File: src/rtl/seqdet_pkg.sv
// Shared types and next-state function for the "1001" overlapping Moore detector.
package seqdet_pkg;

    typedef enum logic [2:0] {S0, S1, S2, S3, S4} state_t;

    localparam state_t DET_STATE = S4;

    function automatic state_t seqdet_next(state_t st, logic b);
        state_t nx;
        case (st)
            S0:      nx = b ? S1 : S0;
            S1:      nx = b ? S1 : S2;
            S2:      nx = b ? S1 : S3;
            S3:      nx = b ? S4 : S0;
            S4:      nx = b ? S1 : S2;
            default: nx = S0;
        endcase
        return nx;
    endfunction

endpackage

File: src/rtl/seqdet_rr_arb.sv
// Combinational rotate-priority arbiter: first requester searched from ptr+1 upward, wrapping.
module seqdet_rr_arb #(
    parameter int unsigned NCH = 4,
    localparam int unsigned CW = $clog2(NCH)
) (
    input  logic [NCH-1:0] req_i,
    input  logic [CW-1:0]  ptr_i,
    output logic           gnt_valid_o,
    output logic [CW-1:0]  gnt_idx_o
);

    int unsigned idx;

    always_comb begin
        gnt_valid_o = 1'b0;
        gnt_idx_o   = '0;
        idx         = 0;
        // k = NCH revisits ptr itself last, so the last winner has lowest priority.
        for (int unsigned k = 1; k <= NCH; k++) begin
            idx = (32'(ptr_i) + k) % NCH;
            if (!gnt_valid_o && req_i[idx]) begin
                gnt_valid_o = 1'b1;
                gnt_idx_o   = idx[CW-1:0];
            end
        end
    end

endmodule

File: src/rtl/seqdet_rr_sched.sv
// One "1001" detection engine time-shared across NCH serial channels by a round-robin arbiter.
// Optional per-channel saturating detection counters under SEQDET_SCHED_CNT_EN.
module seqdet_rr_sched
    import seqdet_pkg::*;
#(
    parameter int unsigned NCH = 4,
    localparam int unsigned CW = $clog2(NCH)
) (
    input  logic           clk,
    input  logic           reset,
    input  logic [NCH-1:0] in_valid_i,
    input  logic [NCH-1:0] in_bit_i,
    output logic [NCH-1:0] in_ready_o,
    input  logic [NCH-1:0] chan_clr_i,
    output logic           det_valid_o,
    output logic [CW-1:0]  det_ch_o
`ifdef SEQDET_SCHED_CNT_EN
    ,
    input  logic [CW-1:0]  cnt_sel_i,
    output logic [7:0]     cnt_out_o
`endif
);

    state_t         st_q [NCH];
    state_t         st_d [NCH];
    logic [NCH-1:0] pend_q, pend_d;
    logic [NCH-1:0] bit_q, bit_d;
    logic [CW-1:0]  ptr_q, ptr_d;
    logic [CW-1:0]  det_ch_q, det_ch_d;
    logic           det_valid_q, det_valid_d;
    logic           gnt_valid;
    logic [CW-1:0]  gnt_idx;
    state_t         eng_next;

    seqdet_rr_arb #(
        .NCH (NCH)
    ) u_arb (
        .req_i       (pend_q),
        .ptr_i       (ptr_q),
        .gnt_valid_o (gnt_valid),
        .gnt_idx_o   (gnt_idx)
    );

    always_comb begin
        pend_d      = pend_q;
        bit_d       = bit_q;
        st_d        = st_q;
        ptr_d       = ptr_q;
        det_valid_d = 1'b0;
        det_ch_d    = det_ch_q;
        eng_next    = seqdet_next(st_q[gnt_idx], bit_q[gnt_idx]);

        if (gnt_valid) begin
            ptr_d           = gnt_idx;
            pend_d[gnt_idx] = 1'b0;
            // A same-cycle clear suppresses the state update and detection, not the ptr move.
            if (!chan_clr_i[gnt_idx]) begin
                st_d[gnt_idx] = eng_next;
                if (eng_next == DET_STATE) begin
                    det_valid_d = 1'b1;
                    det_ch_d    = gnt_idx;
                end
            end
        end

        for (int i = 0; i < NCH; i++) begin
            if (in_valid_i[i] && !pend_q[i]) begin
                pend_d[i] = 1'b1;
                bit_d[i]  = in_bit_i[i];
            end
            if (chan_clr_i[i]) begin
                pend_d[i] = 1'b0;
                st_d[i]   = S0;
            end
        end
    end

    always_ff @(posedge clk or posedge reset) begin
        if (reset) begin
            for (int i = 0; i < NCH; i++) begin
                st_q[i] <= S0;
            end
            pend_q      <= '0;
            bit_q       <= '0;
            ptr_q       <= CW'(NCH - 1);
            det_valid_q <= 1'b0;
            det_ch_q    <= '0;
        end else begin
            st_q        <= st_d;
            pend_q      <= pend_d;
            bit_q       <= bit_d;
            ptr_q       <= ptr_d;
            det_valid_q <= det_valid_d;
            det_ch_q    <= det_ch_d;
        end
    end

    assign in_ready_o  = ~pend_q;
    assign det_valid_o = det_valid_q;
    assign det_ch_o    = det_ch_q;

`ifdef SEQDET_SCHED_CNT_EN
    logic [7:0] cnt_q [NCH];
    logic [7:0] cnt_d [NCH];

    always_comb begin
        cnt_d = cnt_q;
        if (det_valid_d && cnt_q[det_ch_d] != 8'hFF) begin
            cnt_d[det_ch_d] = cnt_q[det_ch_d] + 8'd1;
        end
        for (int i = 0; i < NCH; i++) begin
            if (chan_clr_i[i]) begin
                cnt_d[i] = 8'd0;
            end
        end
    end

    always_ff @(posedge clk or posedge reset) begin
        if (reset) begin
            for (int i = 0; i < NCH; i++) begin
                cnt_q[i] <= 8'd0;
            end
        end else begin
            cnt_q <= cnt_d;
        end
    end

    assign cnt_out_o = cnt_q[cnt_sel_i];
`endif

endmodule

File: config.mk
export PLATFORM = sky130hd
export DESIGN_NAME = seqdet_rr_sched
export DESIGN_NICKNAME = d
export VERILOG_FILES = /design/src/rtl/seqdet_pkg.sv /design/src/rtl/seqdet_rr_arb.sv /design/src/rtl/seqdet_rr_sched.sv
export SDC_FILE = /design/constraint.sdc
export NUM_CORES = 1
export LEC_CHECK = 0
export CAP_MARGIN = 20
export CORE_ASPECT_RATIO = 1.5
export CORE_MARGIN = 1
export CORE_UTILIZATION = 56
export CTS_CLUSTER_DIAMETER = 40
export CTS_CLUSTER_SIZE = 28
export DETAILED_ROUTE_END_ITERATION = 16
export GPL_TIMING_DRIVEN = 0
export PLACE_DENSITY = 0.83
export RECOVER_POWER = 25
export SLEW_MARGIN = 15
export SYNTH_ARGS = -nofsm -noshare
export SYNTH_HDL_FRONTEND = slang
export SYNTH_HIERARCHICAL = 1
export SYNTH_SLANG_ARGS = --single-unit
File: constraint.sdc
create_clock -name clk -period 4 [get_ports clk]
set_clock_uncertainty 0.05 [all_clocks]
set_input_delay 0.8 -clock clk [delete_from_list [all_inputs] [get_ports clk]]
set_output_delay 0.8 -clock clk [all_outputs]
set_load 0.01 [all_outputs]
==> results.toml, run 1 <==
[worst_setup_path]
r2r_slack_ps = 1200
cp_top_family = "multiplexers"
critPathKind = "flop to flop"
cp_slowest_cell = "dfstp_2"
endpoint_kind = "flop"
start_kind = "flop"
max_stage_delay_ps = 610
crit_fanout = 7
worstPathCellList = "nand2b_1 > a21oi_2 > o221ai_2 > mux4_2 > and4b_4 > and3b_4 > mux2_4"
critPathBufInv = 0
crit_arrival_ps = 2980
worstPathRequired_ps = 4170

[cts]
clk_pin_slew_worst_paths_ps = 140
post_cts_buffers = 0
ctsHoldBuffers = 0
cts_resized = 0
cts_buffers = 3
insertion_delay_ps = 330
cts.sinks = 25
cts_tree = "yes"
cts_root_buf = "clkbuf_4"
cts_buffer_depth = 2
htreeDepth = 1

[power_and_ir_drop]
clockPowerShare_pct = 16.6
power.density_nw_per_um2 = 444
p_sw_mw = 0.246
cellLeakagePower_nw = 0.663
p_total_mw = 0.700
switching_share_pct = 35.1
comb_power_share_pct = 36.9
internal_power_mw = 0.454
max-vdd-ir-drop_mv = 0.320
p_seq_share_pct = 46.6

[synthesis]
yosys-top-cells-area = "dfrtp_1, mux4_2, a211oi_1"
yosysTopAreaCellShare_pct = 43.7
synthFlopType = "dfrtp_1"
synth_seq_area_share_pct = 47.7
synth_top_area_cell = "dfrtp_1"
yosys_warnings = 6
synth_edf_count = 0
syn_area_per_cell_um2 = 11.2
synth-async-reset-ratio_pct = 100
syn_nets = 132
ys_seq_elements = 25
synth_cell_types = 36
synth_area_um2 = 1320
syn_inst = 118

[global_routing]
grt_use_met3_pct = 4.40
grt.busiest_layer = "met2"
grt_util_all_layers_pct = 25.2
grt-ovfl-total = 0
grt_pass1_wl_mm = 4.81
gr-usage-met1_pct = 31.3
antenna_found_initial = 0
grtUsageMet2_pct = 42.2
grt_pass1_vias = 1042
grt_max_degree = 26

[cells_and_area]
postLayoutCoreUtil_pct = 70.7
seqCellArea_um2 = 628
final.fill_count = 175
nets = 158
final_layout_size_suffix_gt1_share_pct = 15.4
diodes = 0
multi_input_area_um2 = 636
syn2layout_area_growth_pct = 20.0

[detailed_routing]
via_per_inst = 6.27
wirelength_mm = 2.78
vias = 1041
wire_per_inst_um = 16.7
ant_nets = 0
first_iter_violations = 51
first_pass_iters = 4
drcViolationCount = 0

[sta]
tightest_slew_ps = 906
finalMaxSlewViolations = 0
setup_tns_ps = 0
period_share_pct = 70.1
fmax_ghz = 0.357
slew_headroom_pct = 39.6
rsz0062_at_grt = "false"
setup_viol = 0
hold_viol_final = 0
hold_ws_ps = 484
min_period_ps = 2800

[floorplan]
core_area_um2 = 2230
die_y_um = 61.4
die_w_um = 41.6
start_util_pct = 58.9
dieArea_um2 = 2550
io_pins = 21
core.rowCount = 21

[worst_hold_path]
hold_class = "flop to flop"

[placed_design]
gp_congestion = 0.805
portBuffers = 20
dpl.hpwl_mm = 2.14

[run]
maxCapViolCount = 0

[status]
status = "finished, final reports clean"
## cells in the mapped netlist, types with 2 or more instances
library cell	number
dfrtp_1	23
nor2_1	12
inv_1	9
a211oi_1	8
nand2_1	8
a21oi_1	5
nand2b_1	5
a21boi_0	4
a31o_2	4
mux4_2	3
nand3b_1	3
a31oi_1	2
clkbuf_1	2
dfstp_2	2
mux2_4	2
mux2i_1	2
mux4_1	2
nor3b_1	2
o21ai_0	2
o31ai_1	2
## worst min-delay path, stage by stage (launching register included)
cell and delay, ps:
dfrtp_1 400, nand2_1 60, a21oi_1 50
## power by group through the flow
stage / clock (mW) / sequential (mW) / combinational, mW
after CTS: 0.117 / 0.326 / 0.259
final: 0.116 / 0.326 / 0.258
after detailed placement: 0 / 0.331 / 0.258
after global routing: 0.126 / 0.332 / 0.285
after floorplan: 0 / 0.321 / 0.188
after global placement: 0 / 0.328 / 0.248
## logic make-up after synthesis
group           synth area share, %
flops                          47.7
buf+inv                        3.99
compound gates                 18.2
simple gates                   15.7
xor+xnor                      0.666
mux                            13.8
## state kept, by name (all words and copies together), names as in the netlist
register,flops
det_valid_o,1
pend_q,4
bit_q,4
ptr_q,2
det_ch_o,2
st_q,12
## worst paths after layout
path,start,endpoint,depth (start not counted)
worst min-delay path,st_q[5],st_q[5],2
worst max register to register,ptr_q[1],det_ch_o[1],7
min in group asynchronous,reset,st_q[7],2
max in group asynchronous,reset,pend_q[2],3
worst max-delay path,ptr_q[1],det_ch_o[1],7
worst min register to register,st_q[5],st_q[5],2
## metal layers
metal  part of all wire, %  up-vias
li1                      -      488
met1                    42      519
met2                    53       28
met3                   2.8        6
met4                   2.3        0
met5                     0        -
## placed cells by master (no fill, tap or decap), types with 2 or more instances in the layout
master	instances
o31ai_1	2
a211oi_1	8
mux2i_1	2
a21oi_1	5
mux4_2	3
dfstp_2	2
a21boi_0	4
mux2_4	2
nor2_1	12
a31o_2	4
clkbuf_1	3
clkdlybuf4s50_1	19
clkbuf_4	3
mux4_1	2
nand3b_1	3
inv_1	9
nand2_1	8
a31oi_1	2
nor3b_1	2
o21ai_0	2
dfrtp_1	23
nand2b_1	5
## per-stage QoR
| stage | area [um2] | setup WS [ps] | instances |
|---|---|---|---|
| after floorplan | 1320 | 1400 | 118 |
| after global routing | 1580 | 1050 | 166 |
| after global placement | 1550 | 1270 | 161 |
| final | 1580 | 1200 | 166 |
| after detailed placement | 1550 | 1220 | 161 |
| after CTS | 1580 | 1190 | 165 |
## cell type report
cell class	count	area share [%]
buffer	3	1.19
timing repair buffer	21	12.9
clock buffer	3	1.43
inverter	9	2.14
sequential	25	39.8
clock inverter	1	0.475
multi-input combinational	81	40.3
tap	23	1.82
(Power assumes the default switching activity.)
==> run 2: changes to the inputs <==
- CORE_UTILIZATION: 56 -> 47
- PLACE_DENSITY: 0.83 -> 0.74
- clock period: 4 -> 2.45 ns (I/O delays scaled with it)
==> results.toml, run 2 (same netlist as run 1, synthesis figures left out) <==
[status]
status = "finished with violations"
violations = "negative setup slack"

[sta]
period_share_pct = 108
finalMaxSlewViolations = 0
setup_viol = 14
fmax_ghz = 0.377
rsz0062_at_grt = "true"
slew_headroom_pct = 38.1
min_period_ps = 2650
hold_ws_ps = 465
tightest_slew_ps = 928
hold_viol_final = 0
worst_slack_ps = -199

[cells_and_area]
final_area_um2 = 1800
top_register = "st_q"
final.fill_count = 195
syn2layout_area_growth_pct = 36.8
final_common_cell = "dfrtp_1"
final_layout_size_suffix_gt1_share_pct = 30.5
seqCellArea_um2 = 629
nets = 166
largest_reg_flops = 12
layout_common_cells = "dfrtp_1, clkdlybuf4s50_1, nor2_1"
reg.largest.list = "st_q: 12 flops, bit_q: 4 flops, pend_q: 4 flops"
multi_input_area_um2 = 754
diodes = 0

[global_routing]
grt_util_all_layers_pct = 24.0
grt_max_degree = 26
antenna_found_initial = 0
grt-ovfl-total = 0
grt_pass1_vias = 1090
grt_pass1_wl_mm = 5.15

[placed_design]
placed_area_um2 = 1560
place_worst_setup_slack_ps = -321
portBuffers = 20
gp_congestion = 0.816
dpl.hpwl_mm = 2.08

[detailed_routing]
drcViolationCount = 0
wire_per_inst_um = 16.4
first_iter_violations = 36
wirelength_mm = 3.08
via_per_inst = 5.70
first_pass_iters = 4
ant_nets = 0
vias = 1072

[worst_setup_path]
start_kind = "flop"
crit_arrival_ps = 2730
r2r-start = "ptr_q[1]"
worstPathRequired_ps = 2530
r2r_slack_ps = -200
reg2regPathDepth = 9
r2r-end = "st_q[10]"
endpoint_kind = "flop"
critPathKind = "flop to flop"
crit_fanout = 6

[power_and_ir_drop]
max-vdd-ir-drop_mv = 0.462
cellLeakagePower_nw = 0.778
power.density_nw_per_um2 = 741

[floorplan]
start_util_pct = 49.2
core_area_um2 = 2680
die_y_um = 66.8
core.rowCount = 23
io_pins = 21
dieArea_um2 = 3020
die_w_um = 45.2

[cts]
insertion_delay_ps = 270
cts_tree = "yes"
cts_buffer_depth = 2
htreeDepth = 1
cts.sinks = 25
cts_root_buf = "clkbuf_8"
ctsHoldBuffers = 0
cts_buffers = 3
clk_pin_slew_worst_paths_ps = 80

[worst_hold_path]
hold_class = "flop to flop"
min_path_cells = 1
min_to = "det_ch_o[1]"
hold_start = "det_ch_o[1]"

[run]
maxCapViolCount = 0
-- run 2: changes by cell type in the layout (fill, tap and decap cells not counted), sizes merged --
cell / delta
buf: +9
clkbuf: -1
clkdlybuf4s50: -4
clkinv: +1
clkinvlp: -1
dlygate4sd3: +4
-- run 2: report_power, final --
part / switching (mW) / internal, mW / total [mW]
clock network: 0.132 / 0.114 / 0.246
registers: 0.0573 / 0.480 / 0.537
logic: 0.285 / 0.266 / 0.551
total: 0.474 / 0.860 / 1.33
-- run 2: critical path, cell delays in order (launching register included) --
cell and delay, ps:
dfstp_2 590, nand2b_4 150, a21oi_4 60, o221ai_4 230, buf_6 160, mux4_2 580, xor2_2 210, o211ai_1 180
buf_4 200, o22ai_1 90
-- run 2: area by class of cell --
class / count / area share, %
buffer: 3 / 1.04
clock buffer: 3 / 2.29
sequential: 25 / 35.0
timing repair buffer: 29 / 15.1
multi-input combinational: 81 / 41.9
tap: 37 / 2.57
clock inverter: 1 / 0.278
inverter: 9 / 1.88
-- run 2: repair_timing --
item                       CTS  global route
setup endpoints to repair   12            16
buffers inserted             7             2
gates resized for setup      5            18
pin swaps                    6             6
-- run 2: worst max path at each step --
stage	start	endpoint	slack, ps	cells past startpoint
5_1_grt	ptr_q[1]	st_q[11]	-290	10
3_3_place_gp	ptr_q[1]	det_ch_o[1]	-280	7
6_report	ptr_q[1]	st_q[10]	-200	9
3_5_place_dp	ptr_q[1]	det_ch_o[0]	-320	7
2_1_floorplan	ptr_q[1]	det_ch_o[0]	-150	7
4_1_cts	ptr_q[1]	det_ch_o[1]	-230	8
-- run 2: stage by stage --
step	utilization [%]	total power, mW	cells	setup TNS [ps]
after floorplan	-	0.831	118	-307
after global placement	58.4	0.948	175	-2170
after detailed placement	58.4	0.960	175	-2590
after CTS	63.3	1.27	186	-1710
after global routing	67.3	1.40	188	-2940
final	67.3	1.33	188	-1560
-- run 2: per-layer routing --
| layer | up-vias | GRT usage, % | wire length [um] |
|---|---|---|---|
| met5 | - | 0 | 0 |
| met4 | 0 | 13.6 | 107 |
| met3 | 10 | 2.44 | 114 |
| met2 | 34 | 39.9 | 1640 |
| met1 | 522 | 29.5 | 1220 |
| li1 | 506 | - | - |
==> run 3: changes to the inputs <==
- CORE_MARGIN: 1 -> 2
==> results.toml, run 3 (same netlist as run 1, synthesis figures left out) <==
[status]
status = "finished with violations"
violations = "negative setup slack"

[power_and_ir_drop]
p_total_mw = 1.40
cellLeakagePower_nw = 0.787
power.density_nw_per_um2 = 759
max-vdd-ir-drop_mv = 0.525
internal_power_mw = 0.890
comb_power_share_pct = 43.7
p_sw_mw = 0.506
p_seq_share_pct = 38.6
clockPowerShare_pct = 17.7
switching_share_pct = 36.2

[cts]
cts.sinks = 25
cts_root_buf = "clkbuf_8"
cts_buffers = 3
htreeDepth = 1
clk_pin_slew_worst_paths_ps = 90
insertion_delay_ps = 270
cts_tree = "yes"
cts_buffer_depth = 2

[cells_and_area]
reg.largest.list = "st_q: 12 flops, bit_q: 4 flops, pend_q: 4 flops"
postLayoutCoreUtil_pct = 68.7
final_common_cell = "dfrtp_1"
syn2layout_area_growth_pct = 39.7
layout_common_cells = "dfrtp_1, clkdlybuf4s50_1, nor2_1"
stdcell_count = 190
top_register = "st_q"
largest_reg_flops = 12
nets = 168
final.fill_count = 202
seqCellArea_um2 = 628
multi_input_area_um2 = 777
diodes = 0
final_layout_size_suffix_gt1_share_pct = 35.9

[sta]
period_share_pct = 109
fmax_ghz = 0.376
setup_viol = 14
tightest_slew_ps = 932
rsz0062_at_grt = "true"
hold_viol_final = 0
slew_headroom_pct = 37.8
worst_slack_ps = -211
hold_ws_ps = 469
finalMaxSlewViolations = 0
min_period_ps = 2660

[detailed_routing]
wirelength_mm = 3.31
first_pass_iters = 4
wire_per_inst_um = 17.4
vias = 1089
ant_nets = 0
via_per_inst = 5.73
first_iter_violations = 31
drcViolationCount = 0

[worst_hold_path]
hold_class = "flop to flop"
hold_start = "det_ch_o[1]"
min_path_cells = 1
min_to = "det_ch_o[1]"

[worst_setup_path]
r2r_slack_ps = -210
worstPathRequired_ps = 2560
r2r-start = "ptr_q[1]"
start_kind = "flop"
r2r-end = "det_ch_o[1]"
crit_arrival_ps = 2780
endpoint_kind = "flop"
crit_fanout = 6
critPathKind = "flop to flop"
reg2regPathDepth = 7

[run]
maxCapViolCount = 0

[global_routing]
antenna_found_initial = 0
grt_util_all_layers_pct = 24.8
grt_pass1_wl_mm = 5.60
grt_pass1_vias = 1189
grt_max_degree = 26
grt-ovfl-total = 0

[placed_design]
dpl.hpwl_mm = 2.26
portBuffers = 20
gp_congestion = 0.810
dpl.cell_count = 175

[floorplan]
core.rowCount = 23
dieArea_um2 = 3250
core_area_um2 = 2680
die_y_um = 68.8
die_w_um = 47.2
start_util_pct = 49.2
io_pins = 21
[run 3: changes by cell type in the layout (fill, tap and decap cells not counted), sizes merged]
cell and change:
buf +2, clkinv -1, clkbuf +1
[run 3: per-layer routing]
metal	up-vias	share of wire [%]	global-route usage [%]
met3	9	2.6	2.86
met4	0	3.0	13.9
met2	33	55	39.6
met5	-	0	0
li1	503	-	-
met1	544	39	31.8
[run 3: area by class of cell]
class | instances | share of cell area (%)
Timing Repair Buffer | 31 | 15.8
Clock buffer | 4 | 2.45
Buffer | 3 | 1.02
Sequential cell | 25 | 34.1
Inverter | 9 | 1.84
Multi-Input combinational cell | 81 | 42.2
Tap cell | 37 | 2.52
[run 3: critical path, cell delays in order, from the launching register on]
cell	delay, ps
dfstp_2	600
nand2b_4	150
a21oi_4	60
o221ai_4	250
mux4_2	570
and4b_4	360
and3b_4	220
mux2_4	300
[run 3: power groups by stage]
stage               registers (mW)  logic (mW)  clock network, mW
CTS                          0.538       0.559              0.247
floorplan                    0.524       0.307                  0
global placement             0.537       0.409                  0
detailed placement           0.541       0.423                  0
global route                 0.549       0.657              0.264
finish                       0.539       0.610              0.247
[run 3: worst max path at each step]
stage                   from     endpoint  slack (ps)  cells after the start
floorplan           ptr_q[1]  det_ch_o[0]        -150                      7
finish              ptr_q[1]  det_ch_o[1]        -210                      7
global placement    ptr_q[1]  det_ch_o[1]        -280                      7
global route        ptr_q[1]      st_q[7]        -320                      9
CTS                 ptr_q[1]  det_ch_o[1]        -220                      8
detailed placement  ptr_q[1]  det_ch_o[1]        -320                      7
[run 3: timing repair]
item / 4_1_cts / 5_1_grt
pin swaps: 8 / 6
setup buffers: 9 / 2
hold buffers: 0 / 0
gates resized for setup: 17 / 15
endpoints found under the setup margin: 12 / 15
hold endpoints to repair: 0 / 0
[run 3: stage by stage]
step,worst slack (ps),area (um2),TNS [ps]
finish,-211,1840,-2270
global route,-317,1840,-3640
CTS,-219,1760,-1150
detailed placement,-321,1560,-2680
global placement,-279,1560,-2040
floorplan,-154,1320,-307
==> RTL edit 1: new RTL, config.mk and constraints of run 2 <==
`NCH` is set to 4 in 2 places; all go to 8.
--- a/src/rtl/seqdet_rr_arb.sv
+++ b/src/rtl/seqdet_rr_arb.sv
@@ -1,6 +1,6 @@
 // Combinational rotate-priority arbiter: first requester searched from ptr+1 upward, wrapping.
 module seqdet_rr_arb #(
-    parameter int unsigned NCH = 4,
+    parameter int unsigned NCH = 8,
     localparam int unsigned CW = $clog2(NCH)
 ) (
     input  logic [NCH-1:0] req_i,
--- a/src/rtl/seqdet_rr_sched.sv
+++ b/src/rtl/seqdet_rr_sched.sv
@@ -3,7 +3,7 @@
 module seqdet_rr_sched
     import seqdet_pkg::*;
 #(
-    parameter int unsigned NCH = 4,
+    parameter int unsigned NCH = 8,
     localparam int unsigned CW = $clog2(NCH)
 ) (
     input  logic           clk,
Ports: changed (5 resized); port bits go from 21 to 38. No check against the original RTL was run, so the function may have changed too.
==> RTL edit 1 against run 2 <==
The run still ends with setup timing left; design area grew to 2.6 times the old value; setup slack lost 1900 ps; maximum frequency shrank 42%; synthesized area grew 150%; sequential cell count grew 22; wire length grew to 3.3 times the old value; critical endpoint is now st_q[9]; highest routed layer unchanged.
Power is left out: the tool's default activity adds up to more than one toggle a clock period on the data nets, which glitch-free logic cannot reach.
==> RTL edit 1: results (changes against run 2) <==
<table>
<tr><th>Metric</th><th>Value</th></tr>
<tr><th colspan="2">Logic synthesis</th></tr>
<tr><td>Leading cell types by count after synthesis</td><td>dfrtp_1, inv_1, mux2i_1</td></tr>
<tr><td>Leading post-synthesis cells by cell area</td><td>dfrtp_1, mux4_1, mux2i_1, mux4_2, mux2_2</td></tr>
<tr><td>Fraction of the mapped netlist area in compound gates</td><td>17.9% (-0.30 points)</td></tr>
<tr><td>Count of distinct cell types in the synthesized netlist</td><td>58 (+61%)</td></tr>
<tr><td>Area share of xor/xnor cells in the synthesized design</td><td>1.08% (+0.42 points)</td></tr>
<tr><td>Share of synthesized area spent on multiplexers</td><td>24.4% (+11 points)</td></tr>
<tr><th colspan="2">Detailed routing</th></tr>
<tr><td>Mean number of vias per cell</td><td>6.54 (+15%)</td></tr>
<tr><td>Iteration-0 DRC Markers</td><td>237 (+560%)</td></tr>
<tr><th colspan="2">Setup path</th></tr>
<tr><td>Arrival @ worst endpoint</td><td>4720 ps (+1990 ps)</td></tr>
<tr><td>Largest fanout of any net on the critical path</td><td>8 (+2)</td></tr>
<tr><th colspan="2">Placed design</th></tr>
<tr><td>Count of input and output buffers</td><td>37 (+85%)</td></tr>
<tr><td>DPL Wire Length</td><td>6.42 mm (+210%)</td></tr>
<tr><th colspan="2">Global routing</th></tr>
<tr><td>Largest net degree at the start of global routing</td><td>29 (+12%)</td></tr>
<tr><td>Number of global-route vias before repair</td><td>2969 (+170%)</td></tr>
<tr><td>GR Util met3</td><td>5.06% (+2.6 points)</td></tr>
<tr><td>Met2 Resource Use GR</td><td>48.0% (+8.2 points)</td></tr>
<tr><th colspan="2">Worst hold path</th></tr>
<tr><td>Startpoint of the tightest hold check path</td><td>det_ch_o[0]</td></tr>
<tr><td>Min-Delay Endpoint</td><td>det_ch_o[0]</td></tr>
<tr><th colspan="2">Outcome</th></tr>
<tr><td>Violations in the final reports</td><td>setup timing</td></tr>
<tr><td>Result of the run</td><td>complete, but fails checks</td></tr>
<tr><th colspan="2">STA</th></tr>
<tr><td>Setup-failing EPs final</td><td>39 (+25)</td></tr>
<tr><td>Final critical-path setup slack</td><td>-2140 ps (-1940 ps)</td></tr>
<tr><td>Worst slew margin relative to its limit</td><td>42.3% (+4.3 points)</td></tr>
<tr><th colspan="2">Final layout</th></tr>
<tr><td>Fraction of final layout cells sized beyond drive strength 1</td><td>38.2% (+7.7 points)</td></tr>
<tr><td>Fill count</td><td>451 (+130%)</td></tr>
<tr><td>Non-clock buffer contribution to total cell area</td><td>21.5% (+5.4 points)</td></tr>
<tr><td>Invs w/o clock</td><td>19 (+10)</td></tr>
</table>
==> RTL edit 1: cell types whose count changed after synthesis, moves of 5 or more <==
cell	delta
mux2i_1	+17
a311oi_1	+8
o21ai_0	+7
mux4_1	+6
dfrtp_1	+21
nand3_1	+9
inv_1	+10
mux2_1	+5
nor2_1	+6
nand2b_1	+9
nand2_1	+7
a211oi_1	-7
mux2_2	+10
==> RTL edit 1: metrics by stage <==
stage	hold WS [ps]	utilization, %	setup TNS, ps	std cells	instance area (sq um)
global route	496	70.4	-74000	469	4630
detailed placement	452	59.0	-89670	415	3880
finish	480	70.4	-70420	469	4630
CTS	469	65.2	-69110	445	4290
floorplan	420	-	-71010	301	3390
global placement	439	58.7	-96020	414	3860
==> RTL edit 1: what timing repair did <==
item	in CTS	in global routing
buffers inserted	25	23
gates resized for setup	45	31
endpoints found under the setup margin	39	39
endpoints found under the hold margin	0	0
pin swaps	18	14
cloned	0	1
==> RTL edit 2: new RTL, config.mk and constraints of run 2 <==
Without the edit above. Build with the macro `SEQDET_SCHED_CNT_EN` defined.
--- a/src/rtl/seqdet_rr_sched.sv
+++ b/src/rtl/seqdet_rr_sched.sv
@@ -1,5 +1,7 @@
 // One "1001" detection engine time-shared across NCH serial channels by a round-robin arbiter.
 // Optional per-channel saturating detection counters under SEQDET_SCHED_CNT_EN.
+`define SEQDET_SCHED_CNT_EN
+
 module seqdet_rr_sched
     import seqdet_pkg::*;
 #(
Ports: changed (added cnt_out_o and cnt_sel_i); port bits go from 21 to 31. No check against the original RTL was run, so the function may have changed too.
==> RTL edit 2 against run 2 <==
The flow still finishes with violations (setup timing); total power up 110%; hold slack better by 16 ps; sequential cell count is 32 higher; synthesized area rose to 2.7 times the old value; combinational power rose by 80%; setup slack got worse by 1600 ps; design area grew to 2.7 times the old value; wire length grew to 3.4 times the old value; critical endpoint is now cnt_q[6]; highest routed layer unchanged.
==> RTL edit 2: results (changes against run 2) <==
<table>
<tr><th>Metric</th><th>Value</th></tr>
<tr><th colspan="2">Outcome</th></tr>
<tr><td>Result of the run</td><td>complete, but fails checks</td></tr>
<tr><td>Violations in the final reports</td><td>setup timing</td></tr>
<tr><th colspan="2">Detailed routing</th></tr>
<tr><td>Met1 routed wirelength after detailed routing</td><td>3.84 mm (+220%)</td></tr>
<tr><td>Iteration-0 DRC Markers</td><td>224 (+520%)</td></tr>
<tr><td>Met2 routed wirelength</td><td>5.67 mm (+250%)</td></tr>
<tr><td>Routed vias</td><td>3042 (+180%)</td></tr>
<tr><td>Amount of wire on met3 after detailed routing</td><td>501 um (+340%)</td></tr>
<tr><th colspan="2">Setup path</th></tr>
<tr><td>Worst Reg-to-Reg Cells</td><td>17 (+8)</td></tr>
<tr><td>Timing endpoint of the critical path</td><td>cnt_q[6]</td></tr>
<tr><td>End of the worst register-to-register path</td><td>cnt_q[6]</td></tr>
<tr><th colspan="2">Power and ir drop</th></tr>
<tr><td>Sequential group power</td><td>1070 uW (+99%)</td></tr>
<tr><td>Areal power density over the cells</td><td>574 mW/mm^2 (-23%)</td></tr>
<tr><td>Sw Share</td><td>33.5% (-2.0 points)</td></tr>
<tr><th colspan="2">Logic synthesis</th></tr>
<tr><td>Net count after synthesis</td><td>331 (+150%)</td></tr>
<tr><td>Count of distinct cell types in the synthesized netlist</td><td>52 (+44%)</td></tr>
<tr><td>Leading post-synthesis cells by cell area</td><td>dfrtp_1, mux4_2, mux2i_1, nand2b_1, nor2_1</td></tr>
<tr><td>Leading cell types by count after synthesis</td><td>dfrtp_1, mux2i_1, nor2_1</td></tr>
<tr><th colspan="2">STA</th></tr>
<tr><td>Setup-failing EPs final</td><td>46 (+32)</td></tr>
<tr><td>Final critical-path setup slack</td><td>-1840 ps (-1640 ps)</td></tr>
<tr><td>Least-Margin Pin Slew</td><td>1220 ps (+296 ps)</td></tr>
<tr><th colspan="2">Placed design</th></tr>
<tr><td>Count of input and output buffers</td><td>28 (+40%)</td></tr>
<tr><td>DPL Wire Length</td><td>6.31 mm (+200%)</td></tr>
<tr><th colspan="2">Final layout</th></tr>
<tr><td>Top Registers</td><td>cnt_q (32), st_q (12)</td></tr>
<tr><td>Fraction of final layout cells sized beyond drive strength 1</td><td>38.4% (+7.9 points)</td></tr>
<tr><th colspan="2">Global routing</th></tr>
<tr><td>GR Util met3</td><td>5.15% (+2.7 points)</td></tr>
<tr><td>Met1 demand-to-capacity share in global routing</td><td>31.5% (+2.0 points)</td></tr>
<tr><th colspan="2">Clock network</th></tr>
<tr><td>H-tree level count</td><td>3 (+2)</td></tr>
<tr><td>Reg clk slew, reported paths</td><td>60 ps (-20 ps)</td></tr>
<tr><th colspan="2">Worst hold path</th></tr>
<tr><td>Hold path cells</td><td>2 (+1)</td></tr>
<tr><td>Min-Delay Endpoint</td><td>st_q[10]</td></tr>
</table>
## RTL edit 2: layout make-up
| cell class | instances | share of cell area, % |
|---|---|---|
| Buffer | 16 | 2.78 |
| Clock buffer | 15 | 3.19 |
| Inverter | 11 | 0.893 |
| Multi-Input combinational cell | 229 | 44.2 |
| Sequential cell | 57 | 29.1 |
| Tap cell | 100 | 2.55 |
| Timing Repair Buffer | 89 | 17.3 |
## RTL edit 2: critical path: cells and delay by family (launching register included)
kind            cells  cell delay (ps)
simple gates        5              640
compound gates      5             1170
mux                 2              900
buf+inv             4              650
fa+ha+maj           1              180
flops               1              580
## RTL edit 2: repair_timing
| item | CTS | global route |
|---|---|---|
| setup buffers | 43 | 17 |
| cloned | 1 | 1 |
| endpoints found under the setup margin | 56 | 49 |
| pin swaps | 24 | 15 |
| resized for setup | 36 | 28 |
## RTL edit 2: kinds of logic (layout without fill, tap and decap cells)
| kind of cell | Yosys count | count (layout) | share of synthesized area [%] |
|---|---|---|---|
| DFF | 57 | 57 | 40.8 |
| xor gates and xnor gates | 5 | 5 | 1.25 |
| buffers and inverters | 28 | 131 | 4.36 |
| muxes | 59 | 59 | 24.1 |
| adders and majority gates | 1 | 1 | 0.357 |
| and+or+nand+nor | 103 | 103 | 16.7 |
| AOI/OAI and AO/OA | 61 | 61 | 12.5 |
## RTL edit 2: through the flow
stage	instance area [sq um]	setup WS, ps	std cells	hold slack (ps)	setup TNS (ps)
2_1_floorplan	3630	-1620	314	431	-45070
3_3_place_gp	4040	-1950	442	450	-92580
3_5_place_dp	4040	-2000	442	458	-62270
4_1_cts	4680	-1710	501	474	-56570
5_1_grt	4900	-2020	517	534	-70790
6_report	4900	-1840	517	481	-62710
